===== src/rtl/axil_pkg.sv =====
// Shared types, response codes and helpers for the parametrised AXI4-Lite register slave.
package axil_pkg;

   localparam logic [1:0] RESP_OKAY   = 2'b00;
   localparam logic [1:0] RESP_SLVERR = 2'b10;

   // Widest data bus the strobe-merge helper supports; callers zero-extend into it.
   localparam int unsigned AXIL_MAX_DW   = 256;
   localparam int unsigned AXIL_MAX_STRB = AXIL_MAX_DW / 8;

   typedef enum logic [1:0] {
      WR_IDLE   = 2'd0,
      WR_COMMIT = 2'd1,
      WR_RESP   = 2'd2
   } wr_state_e;

   // Replace the bytes of old_word whose strobe bit is set with the bytes of new_word.
   function automatic logic [AXIL_MAX_DW-1:0] strb_merge(
      input logic [AXIL_MAX_DW-1:0]   old_word,
      input logic [AXIL_MAX_DW-1:0]   new_word,
      input logic [AXIL_MAX_STRB-1:0] strb
   );
      logic [AXIL_MAX_DW-1:0] merged;
      merged = old_word;
      for (int b = 0; b < int'(AXIL_MAX_STRB); b++) begin
         if (strb[b]) merged[b*8 +: 8] = new_word[b*8 +: 8];
      end
      return merged;
   endfunction

endpackage


===== src/rtl/axil_mmap_decode.sv =====
// Address decoder: maps a byte address onto a register index and a hit flag.
module axil_mmap_decode
   import axil_pkg::*;
#(
   parameter int unsigned           ADDR_WIDTH  = 32,
   parameter int unsigned           NUM_REGS    = 4,
   parameter logic [ADDR_WIDTH-1:0] BASE_ADDR   = '0,
   parameter int unsigned           STRIDE_LOG2 = 14,
   parameter int unsigned           IDX_W       = 2
) (
   input  logic [ADDR_WIDTH-1:0] i_addr,
   output logic [IDX_W-1:0]      o_idx,
   output logic                  o_hit
);

   logic [ADDR_WIDTH-1:0] w_slot;

   // Offset bits below the stride are discarded; anything below base or past the last slot misses.
   always_comb begin
      w_slot = (i_addr - BASE_ADDR) >> STRIDE_LOG2;
      o_hit  = (i_addr >= BASE_ADDR) && (w_slot < ADDR_WIDTH'(NUM_REGS));
      o_idx  = IDX_W'(w_slot);
   end

endmodule


===== src/rtl/axilite_slave_mmap_param.sv =====
// Parametrised AXI4-Lite memory-mapped register slave with byte strobes, SLVERR on
// unmapped/read-only writes and per-register access pulses toward fabric logic.
// Optional macro AXIL_MMAP_HW_UPDATE_EN adds a hardware-side word load per register.
module axilite_slave_mmap_param
   import axil_pkg::*;
#(
   parameter int unsigned           DATA_WIDTH  = 32,
   parameter int unsigned           ADDR_WIDTH  = 32,
   parameter int unsigned           NUM_REGS    = 4,
   parameter logic [ADDR_WIDTH-1:0] BASE_ADDR   = ADDR_WIDTH'(32'h0001_0000),
   parameter int unsigned           STRIDE_LOG2 = 14,
   parameter logic [NUM_REGS-1:0]   RO_MASK     = '0,
   parameter logic [DATA_WIDTH-1:0] RESET_VALUE = '0
) (
   input  logic                           clock,
   input  logic                           reset,
`ifdef AXIL_MMAP_HW_UPDATE_EN
   input  logic [NUM_REGS-1:0]            hw_wr_en,
   input  logic [NUM_REGS*DATA_WIDTH-1:0] hw_wr_data,
`endif
   input  logic [ADDR_WIDTH-1:0]          S_AXI_AWADDR,
   input  logic [2:0]                     S_AXI_AWPROT,
   input  logic                           S_AXI_AWVALID,
   output logic                           S_AXI_AWREADY,
   input  logic [DATA_WIDTH-1:0]          S_AXI_WDATA,
   input  logic [DATA_WIDTH/8-1:0]        S_AXI_WSTRB,
   input  logic                           S_AXI_WVALID,
   output logic                           S_AXI_WREADY,
   output logic [1:0]                     S_AXI_BRESP,
   output logic                           S_AXI_BVALID,
   input  logic                           S_AXI_BREADY,
   input  logic [ADDR_WIDTH-1:0]          S_AXI_ARADDR,
   input  logic [2:0]                     S_AXI_ARPROT,
   input  logic                           S_AXI_ARVALID,
   output logic                           S_AXI_ARREADY,
   output logic [DATA_WIDTH-1:0]          S_AXI_RDATA,
   output logic [1:0]                     S_AXI_RRESP,
   output logic                           S_AXI_RVALID,
   input  logic                           S_AXI_RREADY,
   output logic [NUM_REGS*DATA_WIDTH-1:0] reg_out,
   output logic [NUM_REGS-1:0]            reg_wr_pulse,
   output logic [NUM_REGS-1:0]            reg_rd_pulse
);

   localparam int unsigned IDX_W  = (NUM_REGS > 1) ? $clog2(NUM_REGS) : 1;
   localparam int unsigned STRB_W = DATA_WIDTH / 8;

   wr_state_e               r_wr_state;
   logic                    r_aw_held;
   logic [ADDR_WIDTH-1:0]   r_aw_addr;
   logic                    r_w_held;
   logic [DATA_WIDTH-1:0]   r_w_data;
   logic [STRB_W-1:0]       r_w_strb;
   logic                    r_bvalid;
   logic [1:0]              r_bresp;
   logic                    r_rvalid;
   logic [1:0]              r_rresp;
   logic [DATA_WIDTH-1:0]   r_rdata;
   logic [NUM_REGS-1:0]     r_wr_pulse;
   logic [NUM_REGS-1:0]     r_rd_pulse;
   logic [DATA_WIDTH-1:0]   r_regs [NUM_REGS];

   logic                    w_aw_hs;
   logic                    w_w_hs;
   logic                    w_ar_hs;
   logic [IDX_W-1:0]        w_aw_idx;
   logic                    w_aw_hit;
   logic [IDX_W-1:0]        w_ar_idx;
   logic                    w_ar_hit;
   logic                    w_wr_ok;
   logic                    w_commit;
   logic                    w_unused;

   assign S_AXI_AWREADY = !r_aw_held && !r_bvalid;
   assign S_AXI_WREADY  = !r_w_held && !r_bvalid;
   assign S_AXI_ARREADY = !r_rvalid;
   assign S_AXI_BVALID  = r_bvalid;
   assign S_AXI_BRESP   = r_bresp;
   assign S_AXI_RVALID  = r_rvalid;
   assign S_AXI_RRESP   = r_rresp;
   assign S_AXI_RDATA   = r_rdata;
   assign reg_wr_pulse  = r_wr_pulse;
   assign reg_rd_pulse  = r_rd_pulse;

   assign w_aw_hs  = S_AXI_AWVALID && S_AXI_AWREADY;
   assign w_w_hs   = S_AXI_WVALID && S_AXI_WREADY;
   assign w_ar_hs  = S_AXI_ARVALID && S_AXI_ARREADY;
   assign w_wr_ok  = w_aw_hit && !RO_MASK[w_aw_idx];
   assign w_commit = (r_wr_state == WR_COMMIT);
   // Protection attributes carry no meaning for this register file.
   assign w_unused = ^{S_AXI_AWPROT, S_AXI_ARPROT};

   // Held write address decode (evaluated during the commit cycle).
   axil_mmap_decode #(
      .ADDR_WIDTH  (ADDR_WIDTH),
      .NUM_REGS    (NUM_REGS),
      .BASE_ADDR   (BASE_ADDR),
      .STRIDE_LOG2 (STRIDE_LOG2),
      .IDX_W       (IDX_W)
   ) u_aw_dec (
      .i_addr (r_aw_addr),
      .o_idx  (w_aw_idx),
      .o_hit  (w_aw_hit)
   );

   // Live read address decode (evaluated on the AR handshake).
   axil_mmap_decode #(
      .ADDR_WIDTH  (ADDR_WIDTH),
      .NUM_REGS    (NUM_REGS),
      .BASE_ADDR   (BASE_ADDR),
      .STRIDE_LOG2 (STRIDE_LOG2),
      .IDX_W       (IDX_W)
   ) u_ar_dec (
      .i_addr (S_AXI_ARADDR),
      .o_idx  (w_ar_idx),
      .o_hit  (w_ar_hit)
   );

   // Write FSM: collect AW and W independently, commit for one cycle, then hold B until BREADY.
   always_ff @(posedge clock or negedge reset) begin
      if (!reset) begin
         r_wr_state <= WR_IDLE;
         r_aw_held  <= 1'b0;
         r_aw_addr  <= '0;
         r_w_held   <= 1'b0;
         r_w_data   <= '0;
         r_w_strb   <= '0;
         r_bvalid   <= 1'b0;
         r_bresp    <= RESP_OKAY;
         r_wr_pulse <= '0;
      end else begin
         r_wr_pulse <= '0;
         case (r_wr_state)
            WR_IDLE: begin
               if (w_aw_hs) begin
                  r_aw_held <= 1'b1;
                  r_aw_addr <= S_AXI_AWADDR;
               end
               if (w_w_hs) begin
                  r_w_held <= 1'b1;
                  r_w_data <= S_AXI_WDATA;
                  r_w_strb <= S_AXI_WSTRB;
               end
               if ((r_aw_held || w_aw_hs) && (r_w_held || w_w_hs)) r_wr_state <= WR_COMMIT;
            end
            WR_COMMIT: begin
               r_aw_held  <= 1'b0;
               r_w_held   <= 1'b0;
               r_bvalid   <= 1'b1;
               r_bresp    <= w_wr_ok ? RESP_OKAY : RESP_SLVERR;
               if (w_wr_ok) r_wr_pulse[w_aw_idx] <= 1'b1;
               r_wr_state <= WR_RESP;
            end
            WR_RESP: begin
               if (S_AXI_BREADY) begin
                  r_bvalid   <= 1'b0;
                  r_wr_state <= WR_IDLE;
               end
            end
            default: r_wr_state <= WR_IDLE;
         endcase
      end
   end

   // Register storage: hardware loads first, a same-edge bus commit to the same register overrides.
   always_ff @(posedge clock or negedge reset) begin
      if (!reset) begin
         for (int i = 0; i < int'(NUM_REGS); i++) r_regs[i] <= RESET_VALUE;
      end else begin
         for (int i = 0; i < int'(NUM_REGS); i++) begin
`ifdef AXIL_MMAP_HW_UPDATE_EN
            if (hw_wr_en[i]) r_regs[i] <= hw_wr_data[i*DATA_WIDTH +: DATA_WIDTH];
`endif
            if (w_commit && w_wr_ok && (w_aw_idx == IDX_W'(i))) begin
               r_regs[i] <= DATA_WIDTH'(strb_merge(AXIL_MAX_DW'(r_regs[i]),
                                                   AXIL_MAX_DW'(r_w_data),
                                                   AXIL_MAX_STRB'(r_w_strb)));
            end
         end
      end
   end

   // Read channel: one-cycle registered response, held until RREADY.
   always_ff @(posedge clock or negedge reset) begin
      if (!reset) begin
         r_rvalid   <= 1'b0;
         r_rresp    <= RESP_OKAY;
         r_rdata    <= '0;
         r_rd_pulse <= '0;
      end else begin
         r_rd_pulse <= '0;
         if (w_ar_hs) begin
            r_rvalid <= 1'b1;
            r_rresp  <= w_ar_hit ? RESP_OKAY : RESP_SLVERR;
            r_rdata  <= w_ar_hit ? r_regs[w_ar_idx] : '0;
            if (w_ar_hit) r_rd_pulse[w_ar_idx] <= 1'b1;
         end else if (r_rvalid && S_AXI_RREADY) begin
            r_rvalid <= 1'b0;
         end
      end
   end

   // Flattened register view for fabric logic.
   for (genvar g = 0; g < int'(NUM_REGS); g++) begin : g_reg_out
      assign reg_out[g*DATA_WIDTH +: DATA_WIDTH] = r_regs[g];
   end

endmodule


===== config.mk =====
export PLATFORM = sky130hd
export DESIGN_NAME = axilite_slave_mmap_param
export DESIGN_NICKNAME = d
export VERILOG_FILES = /design/src/rtl/axil_pkg.sv /design/src/rtl/axil_mmap_decode.sv /design/src/rtl/axilite_slave_mmap_param.sv
export SDC_FILE = /design/constraint.sdc
export NUM_CORES = 1
export LEC_CHECK = 0
export ABC_AREA = 1
export BUFFER_PORTS_ARGS = -buffer_cell sky130_fd_sc_hd__buf_2
export CAP_MARGIN = 0
export CORE_MARGIN = 1.5
export CORE_UTILIZATION = 55
export CTS_CLUSTER_SIZE = 20
export DETAILED_ROUTE_END_ITERATION = 16
export PLACE_DENSITY = 0.79
export SYNTH_ARGS = -nofsm -noshare
export SYNTH_HDL_FRONTEND = slang
export SYNTH_HIERARCHICAL = 1
export SYNTH_SLANG_ARGS = --single-unit
export TNS_END_PERCENT = 30

===== constraint.sdc =====
create_clock -name clock -period 5.35 [get_ports clock]
set_input_delay 1.07 -clock clock [delete_from_list [all_inputs] [get_ports clock]]
set_output_delay 1.07 -clock clock [all_outputs]
set_load 0.05 [all_outputs]

# Yosys cells after proc, flatten, opt, wreduce, memory -nomap -nowiden

Index checks and enable logic that the tools add are counted.

Output and inout port bits: 177
Register bits: 246
Bits of input ports: 113
Logic and storage cells: 128

Reductions and logical operators: 51
$add $sub $neg: 2
Bitwise logic cells: 1
Magnitude comparators: 9
Mux-type cells: 27
Equality and inequality tests: 9

Operator list:

| kind                     | count |
|---|---|
| $mux W32                 | 3 |
| $bmux W32 S2             | 1 |
| $ge A32 B17 Y1 const B   | 2 |
| $sub A32 B17 Y32 const B | 2 |
| $reduce_and A2 Y1        | 22 |
| $lt A18 B3 Y1 const B    | 2 |
| $logic_and A1 B1 Y1      | 17 |
| $mux W4                  | 4 |
| $mux W1                  | 8 |
| $mux W2                  | 4 |
| $ne A2 B2 Y1 const B     | 4 |
| $eq A2 B2 Y1 const B     | 3 |
| $lt A2 B3 Y1 const B     | 2 |
| $pmux W1 S2              | 3 |
| $pmux W2 S3              | 1 |
| $reduce_bool A2 Y1       | 3 |
| $logic_not A1 Y1         | 5 |
| $demux W1 S2             | 2 |
| $eq A2 B1 Y1 const B     | 2 |
| $ge A2 B1 Y1 const B     | 2 |
| $logic_not A2 Y1         | 2 |
| $ge A3 B3 Y1 const B     | 1 |
| $not A2 Y3               | 1 |
| $bmux W1 S2              | 1 |
| $logic_or A1 B1 Y1       | 2 |

# Depth between registers and ports, before layout

Gate-level depths: netlist of the first run.

Depth after elaboration: 8
Depth in mapped cells: 13
Gate-level depth less buffers: 13

# Cells and area by module

The synthesis of the first run kept the hierarchy.

By module, submodules not included:

| module                   | instances | sequential area each (µm²) | cells an instance | area each (µm²) |
|---|---|---|---|---|
| axilite_slave_mmap_param | 1         | 6,105.9                    | 1,352             | 10,939.2 |
| axil_mmap_decode         | 2         | 0.0                        | 44                | 197.7 |

# Least setup slack after synthesis of the first run

OpenSTA, ideal clock, no wires.

Path type: flip-flop to output port
Start: register r_bvalid (netlist: S_AXI_BVALID)
End: output port S_AXI_AWREADY
Arrival: 1.328 ns
Setup slack: 2.952 ns
Required time: 4.280 ns
Cell stages (with the launch flop): 2
Path buffers: 0
Cells stage by stage: dfrtp_1 nor2_1

Longest elaborated chain between the ends: 2

Ends and longest elaborated chain:

| item                   | RTL line                        | text |
|---|---|---|
| from (decl)            | axilite_slave_mmap_param.sv:54  | `logic r_bvalid;` |
| from (signal assigned) | axilite_slave_mmap_param.sv:128 | `r_bvalid <= 1'b0;` |
| from (signal assigned) | axilite_slave_mmap_param.sv:149 | `r_bvalid <= 1'b1;` |
| from (signal assigned) | axilite_slave_mmap_param.sv:156 | `r_bvalid <= 1'b0;` |
| $logic_not A1 Y1       | axilite_slave_mmap_param.sv:74  | `assign S_AXI_AWREADY = !r_aw_held && !r_bvalid;` |
| $logic_and A1 B1 Y1    | axilite_slave_mmap_param.sv:74  |  |
| to (decl)              | axilite_slave_mmap_param.sv:24  | `output logic S_AXI_AWREADY,` |

Every way passes these cells.

# Worst setup path in the final report of the first run

Start: input port S_AXI_ARADDR[18]
End: register r_rd_pulse[1] (netlist: reg_rd_pulse[1])

Longest elaborated chain between the ends: 5
Elaborated cells between the ends (all ways): 6
Classes of those cells: 1 x add/sub; 2 x order compare; 2 x mux; 1 x reduce/logical

Ends and longest elaborated chain:

| item                            | RTL line                        | text |
|---|---|---|
| from (decl)                     | axilite_slave_mmap_param.sv:32  | `input logic [ADDR_WIDTH-1:0] S_AXI_ARADDR,` |
| $sub A32 B17 Y32                | axil_mmap_decode.sv:20          | `w_slot = (i_addr - BASE_ADDR) >> STRIDE_LOG2;` |
| $lt A18 B3 Y1                   | axil_mmap_decode.sv:21          | `o_hit = (i_addr >= BASE_ADDR) && (w_slot < ADDR_WIDTH'(NUM_REGS));` |
| $logic_and A1 B1 Y1 *           | axil_mmap_decode.sv:21          |  |
| via w_ar_hit                    | axilite_slave_mmap_param.sv:69  | `logic w_ar_hit;` |
| $mux W4 *                       | axilite_slave_mmap_param.sv:196 | `if (w_ar_hit) r_rd_pulse[w_ar_idx] <= 1'b1;` |
| $mux W4 *                       | axilite_slave_mmap_param.sv:192 | `if (w_ar_hs) begin` |
| to (signal assigned)            | axilite_slave_mmap_param.sv:189 | `r_rd_pulse <= '0;` |
| to (signal assigned)            | axilite_slave_mmap_param.sv:191 | `r_rd_pulse <= '0;` |
| to (signal, indexed assignment) | axilite_slave_mmap_param.sv:196 |  |
| to (decl)                       | axilite_slave_mmap_param.sv:60  | `logic [NUM_REGS-1:0] r_rd_pulse;` |

Mark *: on every way through the listed nets, which the timed path passes. The rest lies on a longest branch.
A chain may end at the register's enable or synchronous reset.

==> flow_summary.json, run 1 <==
{
  "final_nets": 1714,
  "wire_per_inst_um": 15.5,
  "gp_congestion": 0.861,
  "cts.reportedPaths.clkPinSlew_ns": 0.06,
  "initialDrtViolationCount": 709,
  "post_cts_buffers": 0,
  "rsz0062_at_grt": "false",
  "grt_usage": 0.286,
  "netlist_area_um2": 10800,
  "avgSynthCellArea_um2": 7.81,
  "vias_per_cell": 5.12,
  "start_util": 0.557,
  "drc": 0,
  "leakage_nw": 8.03,
  "fin_tns_setup_ns": 0,
  "r2r_end": "reg_out[37]",
  "synthToLayoutAreaGrowth_pct": 18.9,
  "timing.critical_path.buf_inv": 3,
  "final.min_clock_period_ns": 2.83,
  "postRouteAntennaNets": 0,
  "fp.dieH_um": 143,
  "clock_path_buffers": 3,
  "p_clk_frac": 0.363,
  "ir_drop_v": 0.000733,
  "placed_area_um2": 12000,
  "clock_latency_ns": 0.51,
  "postCtsResizedCells": 0,
  "setup.worst_path.class": "in2reg",
  "outcome": "completed",
  "p_per_area_nw_per_um2": 364,
  "design_area_um2": 12900,
  "arrival_ns": 3.24,
  "setup_viol": 0,
  "p_seq_frac": 0.469,
  "rrSetupSlack_ns": 2.70,
  "holdCritPathClass": "reg2reg",
  "clock.fmax_mhz": 354,
  "post-dp-hpwl_mm": 18.5,
  "ff2ff_path_depth": 12,
  "dieWidth_um": 143,
  "critPathSlowestCell": "nor2_4",
  "clock_sinks": 230,
  "num_vias": 9657,
  "grt_max_degree": 99,
  "drv_cap": 0,
  "power_switching_mw": 1.49,
  "min_path_cells": 2,
  "critPathMaxStageDelay_ns": 0.79,
  "internal_power_mw": 3.19,
  "switching_share": 0.319,
  "antenna_found_initial": 1,
  "fin_util": 0.663,
  "yosysWarnings": 6,
  "grt_pass1_wl_mm": 46.2,
  "syn_inst": 1384,
  "cp.required_ns": 5.76,
  "hold_buffers": 0,
  "hold_end": "S_AXI_RDATA[29]",
  "pwr-share-comb": 0.168,
  "drive_gt1_frac": 0.208,
  "dp_slack_ns": 2.02,
  "finalHoldViolCount": 0,
  "overflow": 0,
  "period_share": 0.528,
  "crit_chain": "buf_2 > nor2_2 > nand2_1 > nor2_1 > nand3_1 > nand2_1 > nand3_1 > nor2_2 > inv_1 > nor2_4 > inv_1 > nor3_1",
  "power_mw": 4.68,
  "slew_viol_final": 0,
  "grt_pass1_vias": 9133,
  "setup_ws_ns": 2.52,
  "r2r_start": "r_aw_addr[18]",
  "critPathLaunchType": "primary input",
  "ios": 290,
  "path_max_fanout": 33,
  "hp-start": "S_AXI_RDATA[29]",
  "numCtsBuffers": 25,
  "htree_levels": 1,
  "rows": 51,
  "worst_slew_pin_slew_ns": 1.09,
  "ctsRootBufferMaster": "clkbuf_16",
  "routed_wirelength_mm": 29.3,
  "die_area_um2": 20500,
  "critical_path.top_delay_family": "simple AND/OR/NAND/NOR gates",
  "first_pass_iters": 5,
  "cts_tree": "done",
  "cp-end-kind": "flip-flop",
  "fin_skew_ns": 0.0134,
  "fill_cells": 1672,
  "port_buffers": 253,
  "slew_headroom": 0.269,
  "core_area_um2": 19400
}
==> tightest hold or removal path, delay by kind of cell, from the launching register on <==
| family | cells | cell delay (ns) |
|---|---|---|
| flip-flops | 1 | 0.34 |
| AND/OR/NAND/NOR | 2 | 0.10 |
==> area by class of cell <==
class | count | area (um^2) | share of cell area
clock buffer | 35 | 713 | 0.0555
multi-input combinational | 1003 | 4280 | 0.333
antenna | 2 | 5.00 | 0.000389
tap | 265 | 332 | 0.0258
clock inverter | 10 | 106 | 0.00827
inverter | 76 | 285 | 0.0222
sequential | 230 | 5760 | 0.448
timing repair buffer | 265 | 1380 | 0.107
==> flip-flops by register name, summed over array words and instances (netlist names), 2 cells and up <==
signal	cells
reg_out	128
S_AXI_RDATA	32
r_w_data	32
r_aw_addr	18
r_w_strb	4
reg_rd_pulse	4
reg_wr_pulse	4
r_wr_state	2
==> power groups by stage <==
stage,logic (mW),clock network [mW],registers (mW)
after floorplan,0.605,0,2.17
after global placement,0.763,0,2.20
after detailed placement,0.790,0,2.21
after CTS,0.794,1.73,2.19
after global routing,0.894,1.81,2.22
final,0.788,1.70,2.19
==> routing by layer <==
layer | vias to the layer above | global-route usage | part of all wire
met1 | 4477 | 0.361 | 0.41
met2 | 393 | 0.483 | 0.48
li1 | 4711 | - | -
met4 | 0 | 0.109 | 0.033
met5 | - | 0 | 0
met3 | 76 | 0.0580 | 0.080
==> cell usage in the layout (no fill, tap or decap) <==
cell        instances
nand2_1           728
buf_2             252
dfrtp_1           230
nand3_1           138
inv_1              73
o21ai_0            58
nor2_1             32
clkbuf_16          25
nand2_4            16
buf_4              11
clkinv_2            6
and2_1              5
clkbuf_8            5
clkbuf_1            5
nor2_8              4
nor3_1              4
nor2_2              4
diode_2             2
inv_2               2
conb_1              2
bufinv_16           2
or2_0               2
and2_0              2
a21oi_2             2
o21bai_1            1
a21oi_1             1
nand3_2             1
o21a_1              1
nand3_4             1
nor2_4              1
clkinv_1            1
inv_6               1
clkinvlp_4          1
buf_8               1
buf_12              1
==> stage by stage <==
step | instances | hold WS (ns)
4_1_cts | 1884 | 0.476
3_3_place_gp | 1839 | 0.456
2_1_floorplan | 1385 | 0.453
3_5_place_dp | 1839 | 0.459
6_report | 1886 | 0.470
5_1_grt | 1885 | 0.497
==> worst max-delay path by stage <==
stage	slack [ns]	to	start	cells past startpoint
2_1_floorplan	2.95	S_AXI_AWREADY	S_AXI_BVALID	1
5_1_grt	2.35	reg_rd_pulse[0]	S_AXI_ARADDR[17]	12
3_5_place_dp	2.02	reg_rd_pulse[1]	S_AXI_ARADDR[18]	12
4_1_cts	2.57	reg_rd_pulse[1]	S_AXI_ARADDR[18]	12
6_report	2.52	reg_rd_pulse[1]	S_AXI_ARADDR[18]	12
3_3_place_gp	2.13	reg_rd_pulse[1]	S_AXI_ARADDR[18]	12
(Power assumes the default switching activity.)
==> run 2, diff against run 1 <==
- CORE_UTILIZATION: 55 -> 53
- PLACE_DENSITY: 0.79 -> 0.77
- clock period: 5.35 -> 2.9 ns (I/O delays scaled with it)
==> run 2 against run 1 <==
Against the previous run:
- hold slack worse by 0.40 ns
- clock-buffer cell count is 2 lower
- total power rose by 88%
- global-route usage fell by 0.67 points
- die area grew 3.7%
- worst setup slack lost 2.1 ns
- core utilization down 1.2 points
- sequential power grew 94%
- critical endpoint is now reg_out[118]
==> flow_summary.json, run 2 (synthesis results as in run 1) <==
{
  "first_pass_iters": 5,
  "start_util": 0.538,
  "fin_tns_setup_ns": 0,
  "vias_per_cell": 5.07,
  "clock_sinks": 230,
  "clock_path_buffers": 3,
  "final_cell_mix": "728 x nand2_1, 252 x buf_2, 230 x dfrtp_1",
  "critPathLaunchType": "flip-flop",
  "final_nets": 1730,
  "setup_viol": 0,
  "postRouteAntennaNets": 0,
  "period_share": 0.870,
  "routed_wirelength_mm": 29.3,
  "post_cts_buffers": 0,
  "grt_usage": 0.279,
  "hold_slack_ns": 0.0702,
  "slew_viol_final": 0,
  "core_area_um2": 20100,
  "leakage_nw": 8.16,
  "grt_max_degree": 86,
  "ios": 290,
  "path_max_fanout": 28,
  "grt_pass1_wl_mm": 47.9,
  "slew_headroom": 0.270,
  "postCtsResizedCells": 0,
  "fp.dieH_um": 146,
  "rsz0062_at_grt": "false",
  "initialDrtViolationCount": 580,
  "arrival_ns": 2.91,
  "drc": 0,
  "outcome": "completed",
  "gp_congestion": 0.899,
  "drv_cap": 0,
  "antenna_found_initial": 2,
  "finalHoldViolCount": 0,
  "holdCritPathClass": "in2async",
  "clock.fmax_mhz": 397,
  "cts.reportedPaths.clkPinSlew_ns": 0.06,
  "cp-end-kind": "flip-flop",
  "final_common_cell": "nand2_1",
  "largest_register_ffs": 128,
  "htree_levels": 1,
  "cts_tree": "done",
  "ctsRootBufferMaster": "clkbuf_16",
  "fin_skew_ns": 0.00932,
  "ir_drop_v": 0.000749,
  "setup.worst_path.class": "reg2reg",
  "port_buffers": 253,
  "final.min_clock_period_ns": 2.52,
  "worst_slew_pin_slew_ns": 1.09,
  "hold_buffers": 0,
  "dieWidth_um": 146,
  "overflow": 0,
  "num_vias": 9668,
  "die_area_um2": 21300,
  "p_per_area_nw_per_um2": 674,
  "post-dp-hpwl_mm": 19.8,
  "drive_gt1_frac": 0.218,
  "wire_per_inst_um": 15.4,
  "clock_latency_ns": 0.51,
  "rows": 52,
  "grt_pass1_vias": 9305,
  "numCtsBuffers": 25,
  "cp.required_ns": 3.29,
  "synthToLayoutAreaGrowth_pct": 20.9
}
run 2: cell count changes in the layout (fill, tap and decap cells not counted), sizes merged:
cell    change
diode       -1
inv         -1
clkinv      +2
bufinv      +1
buf        +16
clkbuf      -2
run 2: layout make-up:
type | count | area, um^2
Antenna cell | 1 | 2.50
Clock buffer | 33 | 726
Clock inverter | 12 | 138
Fill cell | 1756 | 7030
Inverter | 76 | 285
Multi-Input combinational cell | 1003 | 4280
Sequential cell | 230 | 5760
Tap cell | 270 | 338
Timing Repair Buffer | 281 | 1550
run 2: path summary, 6_finish.rpt:
path	slack, ns	depth (start not counted)	start	to
min in group clock	0.27	2	S_AXI_BREADY	r_wr_state[1]
max	0.38	12	r_aw_addr[18]	reg_out[118]
min reg2reg	0.47	2	S_AXI_RDATA[27]	S_AXI_RDATA[27]
max reg2reg	0.38	12	r_aw_addr[18]	reg_out[118]
max in group asynchronous	2.06	2	reset	S_AXI_RDATA[23]
min	0.07	1	reset	S_AXI_RDATA[4]
run 2: critical path, stage by stage, from the launching register on:
cell	delay (ns)
dfrtp_1	0.39
nor2_2	0.13
nand2_1	0.09
nor2_1	0.19
nand3_1	0.11
nand2_1	0.07
nand3_1	0.07
nor2_2	0.19
nand3_4	0.23
nor2_8	0.52
nand2_4	0.19
nand2_1	0.15
nand2_1	0.06
run 2: power breakdown:
| part | switching, mW | leakage (nW) | internal, mW |
|---|---|---|---|
| Clock | 1.27 | 0.433 | 2.02 |
| Combinational | 0.867 | 4.60 | 0.411 |
| Sequential | 0.658 | 3.12 | 3.59 |
run 2: metal layers:
layer | wire [um] | vias up | track usage
met5 | 13 | - | 0
li1 | - | 4724 | -
met4 | 962 | 2 | 0.109
met1 | 12100 | 4479 | 0.361
met3 | 2390 | 69 | 0.0589
met2 | 13900 | 394 | 0.461
run 2: per-stage QoR:
step / power [mW] / worst slack (ns) / utilization / cell area, um^2 / cells
after global placement: 5.49 / 0.476 / 0.607 / 12200 / 1860
after CTS: 8.85 / 0.370 / 0.650 / 13100 / 1905
final: 8.82 / 0.378 / 0.650 / 13100 / 1906
after detailed placement: 5.56 / 0.407 / 0.607 / 12200 / 1860
after global routing: 9.26 / 0.0948 / 0.650 / 13100 / 1906
after floorplan: 5.13 / 0.768 / - / 10800 / 1385
